## src/rtl/bt656_pkg.sv

```systemverilog
// Shared BT.656 TRS definitions: preamble codes, XYZ bit positions,
// preamble-matcher state encoding and the XYZ protection check.
package bt656_pkg;

    localparam logic [7:0] TRS_PREAMBLE_HI = 8'hFF;
    localparam logic [7:0] TRS_PREAMBLE_LO = 8'h00;

    localparam int XYZ_ONE_BIT = 7;
    localparam int XYZ_F_BIT   = 6;
    localparam int XYZ_V_BIT   = 5;
    localparam int XYZ_H_BIT   = 4;
    localparam int XYZ_P3_BIT  = 3;
    localparam int XYZ_P2_BIT  = 2;
    localparam int XYZ_P1_BIT  = 1;
    localparam int XYZ_P0_BIT  = 0;

    typedef enum logic [1:0] {
        IDLE = 2'd0,
        P1   = 2'd1,
        P2   = 2'd2,
        P3   = 2'd3
    } trs_state_t;

    // True when the fixed MSB is set and all four protection bits agree
    // with F/V/H; no correction is attempted.
    function automatic logic xyz_valid(input logic [7:0] xyz);
        logic f, v, h;
        f = xyz[XYZ_F_BIT];
        v = xyz[XYZ_V_BIT];
        h = xyz[XYZ_H_BIT];
        return xyz[XYZ_ONE_BIT]
            && (xyz[XYZ_P3_BIT] == (v ^ h))
            && (xyz[XYZ_P2_BIT] == (f ^ h))
            && (xyz[XYZ_P1_BIT] == (f ^ v))
            && (xyz[XYZ_P0_BIT] == (f ^ v ^ h));
    endfunction

endpackage

```

## src/rtl/bt656_xyz_check.sv

```systemverilog
// Combinational XYZ word validation and F/V/H flag extraction.
// Kept standalone so a TRS inserter can reuse the same check.
module bt656_xyz_check
    import bt656_pkg::*;
(
    input  logic [7:0] xyz,
    output logic       valid,
    output logic       f,
    output logic       v,
    output logic       h
);

    assign valid = xyz_valid(xyz);
    assign f     = xyz[XYZ_F_BIT];
    assign v     = xyz[XYZ_V_BIT];
    assign h     = xyz[XYZ_H_BIT];

endmodule

```

## src/rtl/bt656_trs_decoder.sv

```systemverilog
// BT.656 timing reference sequence decoder: finds 3FF 000 000 XYZ,
// decodes F/V/H, pulses SAV/EAV/error and measures active line length.
// Strobes land in the cycle the 3FF leaves a parallel 4-clock delay line.
module bt656_trs_decoder
    import bt656_pkg::*;
#(
    parameter int DATA_WIDTH = 10,
    parameter int CNT_WIDTH  = 11
) (
    input  logic                  clk,
    input  logic                  reset,
    input  logic [DATA_WIDTH-1:0] din,
    output logic                  sav,
    output logic                  eav,
    output logic                  trs_err,
    output logic                  field,
    output logic                  vblank,
    output logic                  hblank,
    output logic                  active,
    output logic [CNT_WIDTH-1:0]  active_len,
    output logic                  len_valid
);

    localparam logic [CNT_WIDTH-1:0] CNT_MAX = '1;
    localparam logic [CNT_WIDTH-1:0] TRS_OVERHEAD = CNT_WIDTH'(3);

    trs_state_t           state;
    trs_state_t           state_next;
    logic [7:0]           code;
    logic                 xyz_ok;
    logic                 xyz_f;
    logic                 xyz_v;
    logic                 xyz_h;
    logic                 good_sav;
    logic                 good_eav;
    logic                 bad_xyz;
    logic [CNT_WIDTH-1:0] cnt;

    assign code = din[DATA_WIDTH-1 -: 8];

    generate
        if (DATA_WIDTH > 8) begin : g_lsbs
            logic unused_lsbs;
            assign unused_lsbs = ^din[DATA_WIDTH-9:0];
        end
    endgenerate

    bt656_xyz_check u_xyz_check (
        .xyz   (code),
        .valid (xyz_ok),
        .f     (xyz_f),
        .v     (xyz_v),
        .h     (xyz_h)
    );

    assign good_sav = (state == P3) &&  xyz_ok && !xyz_h;
    assign good_eav = (state == P3) &&  xyz_ok &&  xyz_h;
    assign bad_xyz  = (state == P3) && !xyz_ok;

    // Preamble matcher state register; reset drops any partial match.
    always_ff @(posedge clk) begin
        if (reset) state <= IDLE;
        else       state <= state_next;
    end

    // Next state: an FF always (re)starts a match, zeros advance it.
    always_comb begin
        state_next = IDLE;
        if (code == TRS_PREAMBLE_HI) begin
            state_next = P1;
        end else begin
            case (state)
                P1:      if (code == TRS_PREAMBLE_LO) state_next = P2;
                P2:      if (code == TRS_PREAMBLE_LO) state_next = P3;
                default: state_next = IDLE;
            endcase
        end
    end

    // One-cycle strobes registered at the XYZ edge.
    always_ff @(posedge clk) begin
        if (reset) begin
            sav       <= 1'b0;
            eav       <= 1'b0;
            trs_err   <= 1'b0;
            len_valid <= 1'b0;
        end else begin
            sav       <= good_sav;
            eav       <= good_eav;
            trs_err   <= bad_xyz;
            len_valid <= good_eav && active;
        end
    end

    // Flags follow the last valid XYZ; active spans SAV (outside vblank) to EAV.
    always_ff @(posedge clk) begin
        if (reset) begin
            field  <= 1'b0;
            vblank <= 1'b0;
            hblank <= 1'b0;
            active <= 1'b0;
        end else begin
            if (good_sav || good_eav) begin
                field  <= xyz_f;
                vblank <= xyz_v;
                hblank <= xyz_h;
            end
            if (good_sav)      active <= !xyz_v;
            else if (good_eav) active <= 1'b0;
        end
    end

    // Active-word counter and line length; the EAV preamble words are subtracted.
    always_ff @(posedge clk) begin
        if (reset) begin
            cnt        <= '0;
            active_len <= '0;
        end else begin
            if (good_sav)                    cnt <= '0;
            else if (active && cnt != CNT_MAX) cnt <= cnt + 1'b1;
            if (good_eav && active)
                active_len <= (cnt > TRS_OVERHEAD) ? cnt - TRS_OVERHEAD : '0;
        end
    end

endmodule

```

## config.mk

```make
export PLATFORM = sky130hd
export DESIGN_NAME = bt656_trs_decoder
export DESIGN_NICKNAME = d
export VERILOG_FILES = /design/src/rtl/bt656_pkg.sv /design/src/rtl/bt656_xyz_check.sv /design/src/rtl/bt656_trs_decoder.sv
export SDC_FILE = /design/constraint.sdc
export NUM_CORES = 1
export LEC_CHECK = 0
export BUFFER_PORTS_ARGS = -buffer_cell sky130_fd_sc_hd__buf_4
export CORE_MARGIN = 2
export CORE_UTILIZATION = 59
export CTS_CLUSTER_DIAMETER = 80
export DETAILED_ROUTE_END_ITERATION = 10
export GPL_ROUTABILITY_DRIVEN = 0
export PLACE_DENSITY = 0.83
export SLEW_MARGIN = 15
export SYNTH_ARGS = -nofsm -noshare
export SYNTH_HDL_FRONTEND = slang
export SYNTH_SLANG_ARGS = --single-unit
```

## constraint.sdc

```tcl
create_clock -name clk -period 5.5 [get_ports clk]
set_clock_uncertainty 0.05 [all_clocks]
set_input_delay 0.55 -clock clk [delete_from_list [all_inputs] [get_ports clk]]
set_output_delay 0.55 -clock clk [all_outputs]
set_load 0.01 [all_outputs]
```

==> flow_metrics.tcl, run 1 <==
set metrics [dict create \
    rsz0062_at_grt "false" \
    yosysSeqAreaShare_pct 36.0 \
    ant_nets 0 \
    yosys.area.top_type "dfxtp_1" \
    synth_edf_count 0 \
    dp.cells 245 \
    synth.area.top_cells "dfxtp_1 36%, nor2_1 6.1%, mux2i_1 5.6%" \
    slew_violations 0 \
    clock.fmax_ghz 0.466 \
    clock_latency_ps 330 \
    drt_iter0_drc 83 \
    critPathKind "in2reg" \
    worstPathArrival_ps 2310 \
    post-cts-setup-buffers 0 \
    coreArea_sq_um 2810 \
    synthCells 200 \
    fin_crit_ps 2150 \
    antenna_found_initial 0 \
    cts_tree "yes" \
    fin_area_sq_um 2000 \
    grt_pass1_vias 1322 \
    grt_overflow_total 0 \
    dieHeight_microns 58.9 \
    worstPathCellList "buf_4, inv_1, ha_1, xnor2_1, nand2_1, a221oi_4, mux2i_1, nor2_1" \
    post-route-util_pct 71.2 \
    synth_top_area_share_pct 36.0 \
    status "complete, but fails checks" \
    die_w_microns 58.9 \
    violations "DRC" \
    rows 19 \
    setup_violations 0 \
    synth_seq_cells 32 \
    htreeDepth 2 \
    worst_slew_pin_slew_ps 727 \
    clkTransAtPathRegs_ps 90 \
    peakVddDrop_mv 0.157 \
    cp-start-kind "primary input" \
    totalWireLength_mm 3.45 \
    slowest_delay_ps 580 \
    synth_commonest_cells "32 x dfxtp_1, 29 x nor2_1, 10 x mux2i_1, 9 x clkbuf_1, 9 x nor3_1" \
    syn-num-nets 218 \
    yosys_most_used_dff "dfxtp_1" \
    cts_buffers 5 \
    viasPerCell 5.85 \
    worstPathBufferInverterCount 2 \
    cp.required_ps 5670 \
    relSlewSlack_pct 51.5 \
    cts.sinks 32 \
    drive_above_1_share_pct 19.0 \
    synth.distinct_cells 44 \
    postPlaceCellArea_sq_um 1950 \
    power_density_nw_per_um2 190 \
    clockRootBuffer "clkbuf_4" \
    ctsResizeCount 0 \
    holdBufCountCts 0 \
    power.leakage_nw 0.814 \
    dr.pass1.iters 7 \
    start_util_pct 63.4 \
    hold_viol_final 0 \
    end_kind "flip-flop" \
    vias 1473 \
    synth_most_common_cell "dfxtp_1" \
    cap_violations 0 \
    grt_usage_pct 22.7 \
    critical_path.top_delay_family "compound AO/OA/AOI/OAI gates" \
    worst_slack_ps 3350 \
    final.setup.tns_ps 0 \
    dpl.hpwl_mm 2.53 \
    grt_pass1_wl_mm 5.98 \
    grt_start_max_net_pins 25 \
    fin_crit_sh_pct 39.0 \
    port_buffers 28 \
    syn_area_per_cell_sq_um 8.90 \
    io_pins 31 \
    netlist_area_sq_um 1780 \
    min_path_type "in2reg" \
    diodes 0 \
    cp_max_fo 13 \
    fp.dieArea_sq_um 3470 \
    fin_nets 239 \
    post-route-drc-count 1 \
    syn_to_final_growth_pct 12.3 \
    wl_per_cell_microns 13.7 \
    async_flop_share_pct 0 \
    yosysWarnings 0 \
    worst_path_max_delay_cell "a221oi_4" \
    dp_slack_ps 3040 \
    clock_path_buffers 2 \
    layout.cells.non_filler 252 \
]
-- metal layers --
metal / up-vias / track usage [%] / routed length (microns)
li1: 747 / - / -
met1: 675 / 30.1 / 1680
met2: 47 / 34.6 / 1570
met3: 4 / 9.23 / 189
met4: 0 / 5.84 / 17
met5: - / 0 / 0
-- through the flow --
stage	power (mW)	hold WS [ps]
floorplan	0.256	440
global placement	0.264	402
detailed placement	0.265	408
CTS	0.384	405
global route	0.399	394
finish	0.380	420
-- cell usage in the layout (no fill, tap or decap), drive strengths merged, types with 2 or more instances in the layout --
cell type and instances:
or2 2, xnor2 6, nand2b 6, nand2 8
a221oi 2, buf 28, nor4 2, clkbuf 6
nand3 6, and4 3, and2 2, inv 5
or3 4, nor3 9, a21oi 7, ha 6
mux2i 10, nand4 5, nand3b 2, a211o 2
nand4b 4, o31ai 3, dfxtp 32, o21ai 8
nor3b 3, nor2 29, xor2 8
-- path summary, 6_finish.rpt --
check / start / to / slack, ps / cells past startpoint
setup / recovery: din[6] / active_len[4] / 3350 / 8
hold / removal: din[6] / sav / 420 / 2
setup reg to reg: state[0] / active_len[4] / 3370 / 6
hold reg to reg: hblank / hblank / 430 / 2
-- logic make-up after synthesis --
family / synth area share (%)
xor+xnor: 6.89
simple gates: 27.8
compound gates: 13.5
fa+ha+maj: 4.22
buf+inv: 5.34
mux: 6.26
flops: 36.0
-- cell type report --
type,instances,area [sq um]
clock buffers,6,41.3
repair buffers,28,210
clock inverters,1,5.00
well taps,31,38.8
flip-flops and latches,32,641
multi-input cells,149,1040
fillers,209,807
inverters,5,18.8
-- power by group --
group          total (mW)  internal [mW]  switching (mW)
Clock               0.119         0.0470          0.0725
Sequential          0.231          0.231       0.0000115
Combinational      0.0287         0.0113          0.0174
-- state kept, by name, summed over array words and instances (netlist names) --
register,count
active_len,11
cnt,11
state,2
active,1
eav,1
field,1
hblank,1
len_valid,1
sav,1
trs_err,1
vblank,1
Note: power is estimated with default switching activity, not from simulation.
==> run 2: changes to the inputs <==
--- a/config.mk
+++ b/config.mk
@@ -7,11 +7,11 @@
 export LEC_CHECK = 0
 export BUFFER_PORTS_ARGS = -buffer_cell sky130_fd_sc_hd__buf_4
 export CORE_MARGIN = 2
-export CORE_UTILIZATION = 59
+export CORE_UTILIZATION = 55
 export CTS_CLUSTER_DIAMETER = 80
 export DETAILED_ROUTE_END_ITERATION = 10
 export GPL_ROUTABILITY_DRIVEN = 0
-export PLACE_DENSITY = 0.83
+export PLACE_DENSITY = 0.79
 export SLEW_MARGIN = 15
 export SYNTH_ARGS = -nofsm -noshare
 export SYNTH_HDL_FRONTEND = slang
==> constraint.sdc (replaced) <==
create_clock -name clk -period 2.22 [get_ports clk]
set_clock_uncertainty 0.05 [all_clocks]
set_input_delay 0.222 -clock clk [delete_from_list [all_inputs] [get_ports clk]]
set_output_delay 0.222 -clock clk [all_outputs]
set_load 0.01 [all_outputs]
==> run 2 against run 1 <==
Effect of this change: critical endpoint is now active_len[10]; die area rose by 6.8%; hold slack got worse by 320 ps; total power rose to 2.7 times the previous value; the run now ends clean; non-clock buffer count rose by 6; register-to-register slack got worse by 3200 ps; global-route usage barely moved; sequential cell count did not move; setup slack got worse by 3200 ps; via count rose by 1.8%; final area rose by 4.0%; count of clock-buffer cells in the layout rose by 1.
==> flow_metrics.tcl, run 2 (same netlist as run 1, synthesis figures left out) <==
set metrics [dict create \
    status "finished, final reports clean" \
    whs_ps 96.9 \
    dpl.hpwl_mm 2.75 \
    peakVddDrop_mv 0.281 \
    fin_nets 245 \
    holdBufCountCts 0 \
    crit_path_start "cnt[0]" \
    coreArea_sq_um 3050 \
    grt_usage_pct 22.7 \
    clock_latency_ps 330 \
    fp.dieArea_sq_um 3710 \
    fin_crit_sh_pct 93.0 \
    min_from "din[6]" \
    ctsResizeCount 0 \
    cp-start-kind "flip-flop" \
    cts_tree "yes" \
    syn_to_final_growth_pct 16.8 \
    cts_buffers 5 \
    min_path_type "in2reg" \
    hold_viol_final 0 \
    setup_violations 0 \
    drt_iter0_drc 61 \
    layout.cells.non_filler 271 \
    r2r.worst_path.cells 6 \
    dieHeight_microns 60.9 \
    cap_violations 0 \
    power.leakage_nw 0.856 \
    dr.pass1.iters 4 \
    power_mw 1.02 \
    reg2reg_from "cnt[0]" \
    io_pins 31 \
    grt_pass1_vias 1466 \
    grt_start_max_net_pins 25 \
    worstPathArrival_ps 2230 \
    rr_endpoint "active_len[10]" \
    end_kind "flip-flop" \
    grt_pass1_wl_mm 6.39 \
    clock.fmax_ghz 0.484 \
    wl_per_cell_microns 13.6 \
    htreeDepth 2 \
    worst_path_max_delay_cell "or3_1" \
    antenna_found_initial 0 \
    vias 1499 \
    grt_overflow_total 0 \
    power_density_nw_per_um2 489 \
    clock_path_buffers 2 \
    post-route-drc-count 0 \
    top_regs "active_len x11, cnt x11, state x2" \
    port_buffers 28 \
    final.setup.tns_ps 0 \
    rsz0062_at_grt "false" \
    cp.required_ps 2390 \
    post-cts-setup-buffers 0 \
    clkTransAtPathRegs_ps 100 \
    ant_nets 0 \
    worst_slew_pin_slew_ps 532 \
    dp_slack_ps 200 \
    totalWireLength_mm 3.69 \
    cts.sinks 32 \
    diodes 0 \
    drive_above_1_share_pct 21.6 \
    mostFrequentLayoutCell "buf_4" \
    clockRootBuffer "clkbuf_4" \
    cp_max_fo 6 \
    fin_crit_ps 2060 \
    r2r_slack_ps 160 \
    mostFrequentLayoutCells "34 x buf_4, 32 x dfxtp_1, 29 x nor2_1" \
    critPathKind "reg2reg" \
    rows 20 \
    slowest_delay_ps 400 \
    start_util_pct 58.3 \
    worstPathCellList "ha_1, or3_1, nor4_1, mux2_2, mux2i_1, nor2_1" \
    relSlewSlack_pct 64.2 \
    worst_slack_ps 155 \
    die_w_microns 60.9 \
    dp.cells 264 \
    viasPerCell 5.53 \
    endpoint "active_len[10]" \
    slew_violations 0 \
]
## run 2: cell types whose count changed in the layout (fill, tap and decap cells not counted)
cell and change:
clkbuf_1 -1, clkbuf_8 +2, clkinv_2 -1, buf_4 +6
## run 2: critical path: cells and delay by family (launching register included)
| family | cells | cell delay [ps] |
|---|---|---|
| fa+ha+maj | 1 | 230 |
| flops | 1 | 380 |
| simple gates | 3 | 790 |
| mux | 2 | 500 |
## run 2: worst min path at each step
| stage | endpoint | cells after the start | slack (ps) |
|---|---|---|---|
| global placement | active_len[1] | 2 | 410 |
| global route | sav | 2 | 100 |
| CTS | sav | 2 | 90 |
| floorplan | state[0] | 2 | 340 |
| detailed placement | hblank | 2 | 410 |
| finish | sav | 2 | 100 |
## run 2: stage by stage
stage	cell area [sq um]	util, %
after global placement	2010	65.9
after global routing	2080	68.1
after floorplan	1780	-
after detailed placement	2010	65.9
after CTS	2080	68.1
final	2080	68.1
## run 2: layer usage
layer	global-route usage [%]	vias to the layer above	wire length, microns
met1	28.0	688	1600
met4	9.01	0	53
met5	0	-	0
met3	4.90	6	209
li1	-	761	-
met2	38.7	44	1820
## run 2: report_power, final
part           internal [mW]  leakage (nW)  total, mW  switching (mW)
registers              0.574         0.258      0.574       0.0000269
logic                 0.0277         0.561     0.0713          0.0436
clock network          0.179        0.0374      0.371           0.191
total                  0.781         0.856       1.02           0.235
## run 2: cell type report
cell class | count | area (sq um)
Clock buffer | 7 | 65.1
Fill cell | 263 | 975
Inverter | 5 | 18.8
Multi-Input combinational cell | 149 | 1040
Sequential cell | 32 | 641
Tap cell | 44 | 55.1
Timing Repair Buffer | 34 | 255
==> run 3: changes to the inputs <==
--- a/config.mk
+++ b/config.mk
@@ -6,12 +6,12 @@
 export NUM_CORES = 1
 export LEC_CHECK = 0
 export BUFFER_PORTS_ARGS = -buffer_cell sky130_fd_sc_hd__buf_4
-export CORE_MARGIN = 2
-export CORE_UTILIZATION = 55
+export CORE_MARGIN = 3
+export CORE_UTILIZATION = 42
 export CTS_CLUSTER_DIAMETER = 80
 export DETAILED_ROUTE_END_ITERATION = 10
 export GPL_ROUTABILITY_DRIVEN = 0
-export PLACE_DENSITY = 0.79
+export PLACE_DENSITY = 0.63
 export SLEW_MARGIN = 15
 export SYNTH_ARGS = -nofsm -noshare
 export SYNTH_HDL_FRONTEND = slang
==> run 3 against run 2 <==
Effect of this change: sequential cell count unchanged; first-iteration DRC count up 57%; count of clock-buffer cells in the layout down 2; critical path type unchanged; largest cell class unchanged.
==> flow_metrics.tcl, run 3 (same netlist as run 1, synthesis figures left out) <==
set metrics [dict create \
    setup_violations 0 \
    rsz0062_at_grt "false" \
    grt_pass1_wl_mm 6.24 \
    mostFrequentLayoutCells "36 x buf_4, 32 x dfxtp_1, 29 x nor2_1" \
    slew_violations 0 \
    clock.fmax_ghz 0.506 \
    io_pins 31 \
    cp.required_ps 2340 \
    critPathKind "reg2reg" \
    clock_latency_ps 290 \
    dieHeight_microns 71.1 \
    port_buffers 28 \
    dr.pass1.iters 4 \
    grt_start_max_net_pins 25 \
    start_util_pct 43.8 \
    vias 1440 \
    mostFrequentLayoutCell "buf_4" \
    cts.sinks 32 \
    fin_nets 247 \
    clockRootBuffer "clkbuf_8" \
    worst_slew_pin_slew_ps 439 \
    grt_usage_pct 15.6 \
    worstHoldPathCells 2 \
    relSlewSlack_pct 70.6 \
    grt_pass1_vias 1374 \
    drt_iter0_drc 96 \
    rows 23 \
    status "finished, final reports clean" \
    fin_crit_ps 1980 \
    min_path_type "in2reg" \
    postPlaceCellArea_sq_um 2040 \
    ctsResizeCount 0 \
    ant_nets 0 \
    final.setup.tns_ps 0 \
    antenna_found_initial 0 \
    syn_to_final_growth_pct 20.7 \
    power.leakage_nw 0.884 \
    dp.cells 272 \
    die_w_microns 71.1 \
    dpl.hpwl_mm 2.55 \
    fin_area_sq_um 2150 \
    power_density_nw_per_um2 558 \
    worst_slack_ps 244 \
    fill_cells 409 \
    whs_ps 143 \
    holdBufCountCts 0 \
    top_regs "active_len x11, cnt x11, state x2" \
    cp_max_fo 6 \
    layout.cells.non_filler 280 \
    post-cts-setup-buffers 0 \
    fin_crit_sh_pct 89.0 \
    cp-start-kind "flip-flop" \
    r2r.worst_path.cells 6 \
    cts_tree "yes" \
    cap_violations 0 \
    worstPathArrival_ps 2100 \
    fp.dieArea_sq_um 5050 \
    dp_slack_ps 220 \
    drive_above_1_share_pct 22.6 \
    post-route-util_pct 52.9 \
    diodes 0 \
    end_kind "flip-flop" \
    clock_path_buffers 2 \
    peakVddDrop_mv 0.357 \
    post-route-drc-count 0 \
    power_mw 1.20 \
    clkTransAtPathRegs_ps 70 \
    cts_buffers 5 \
    hold_viol_final 0 \
    totalWireLength_mm 3.46 \
    grt_overflow_total 0 \
    seq_area_sq_um 641 \
    htreeDepth 2 \
    coreArea_sq_um 4060 \
    wl_per_cell_microns 12.4 \
    viasPerCell 5.14 \
    multi_input_area_sq_um 1040 \
]
[run 3: changes by cell type in the layout (fill, tap and decap cells not counted), sizes merged]
cell / before / now
buf: 34 / 36
clkbuf: 7 / 5
bufinv: 0 / 1
clkinv: 0 / 1
clkinvlp: 0 / 1
[run 3: path summary, 6_finish.rpt]
path                            slack (ps)           from              to
worst min-delay path                   140         din[6]             sav
worst min register to register         420  active_len[6]   active_len[6]
worst max register to register         240         cnt[0]  active_len[10]
worst max-delay path                   240         cnt[0]  active_len[10]
[run 3: area by class of cell]
type                            instances  share of cell area, %
Multi-Input combinational cell        149                   48.6
Inverter                                5                  0.874
Clock inverter                          3                   1.98
Sequential cell                        32                   29.8
Clock buffer                            5                   3.21
Tap cell                               50                   2.91
Timing Repair Buffer                   36                   12.6
[run 3: where the power goes]
part / switching (mW) / total, mW / internal [mW] / leakage [nW]
clock: 0.221 / 0.553 / 0.332 / 0.0541
combinational: 0.0428 / 0.0705 / 0.0277 / 0.572
sequential: 0.0000266 / 0.574 / 0.574 / 0.258
total: 0.264 / 1.20 / 0.933 / 0.884
[run 3: worst max-delay path: stages, from the launching register on]
cell	delay, ps
dfxtp_1	370
ha_1	230
or3_1	390
nor4_1	280
mux2_2	370
mux2i_1	130
nor2_1	50
[run 3: layer usage]
layer	routed length, microns	GRT usage, %	part of all wire [%]	vias to the layer above
li1	-	-	-	765
met1	1760	20.7	51	645
met2	1480	23.2	43	25
met3	160	4.40	4.6	5
met4	63	7.52	1.8	0
met5	0	0	0	-
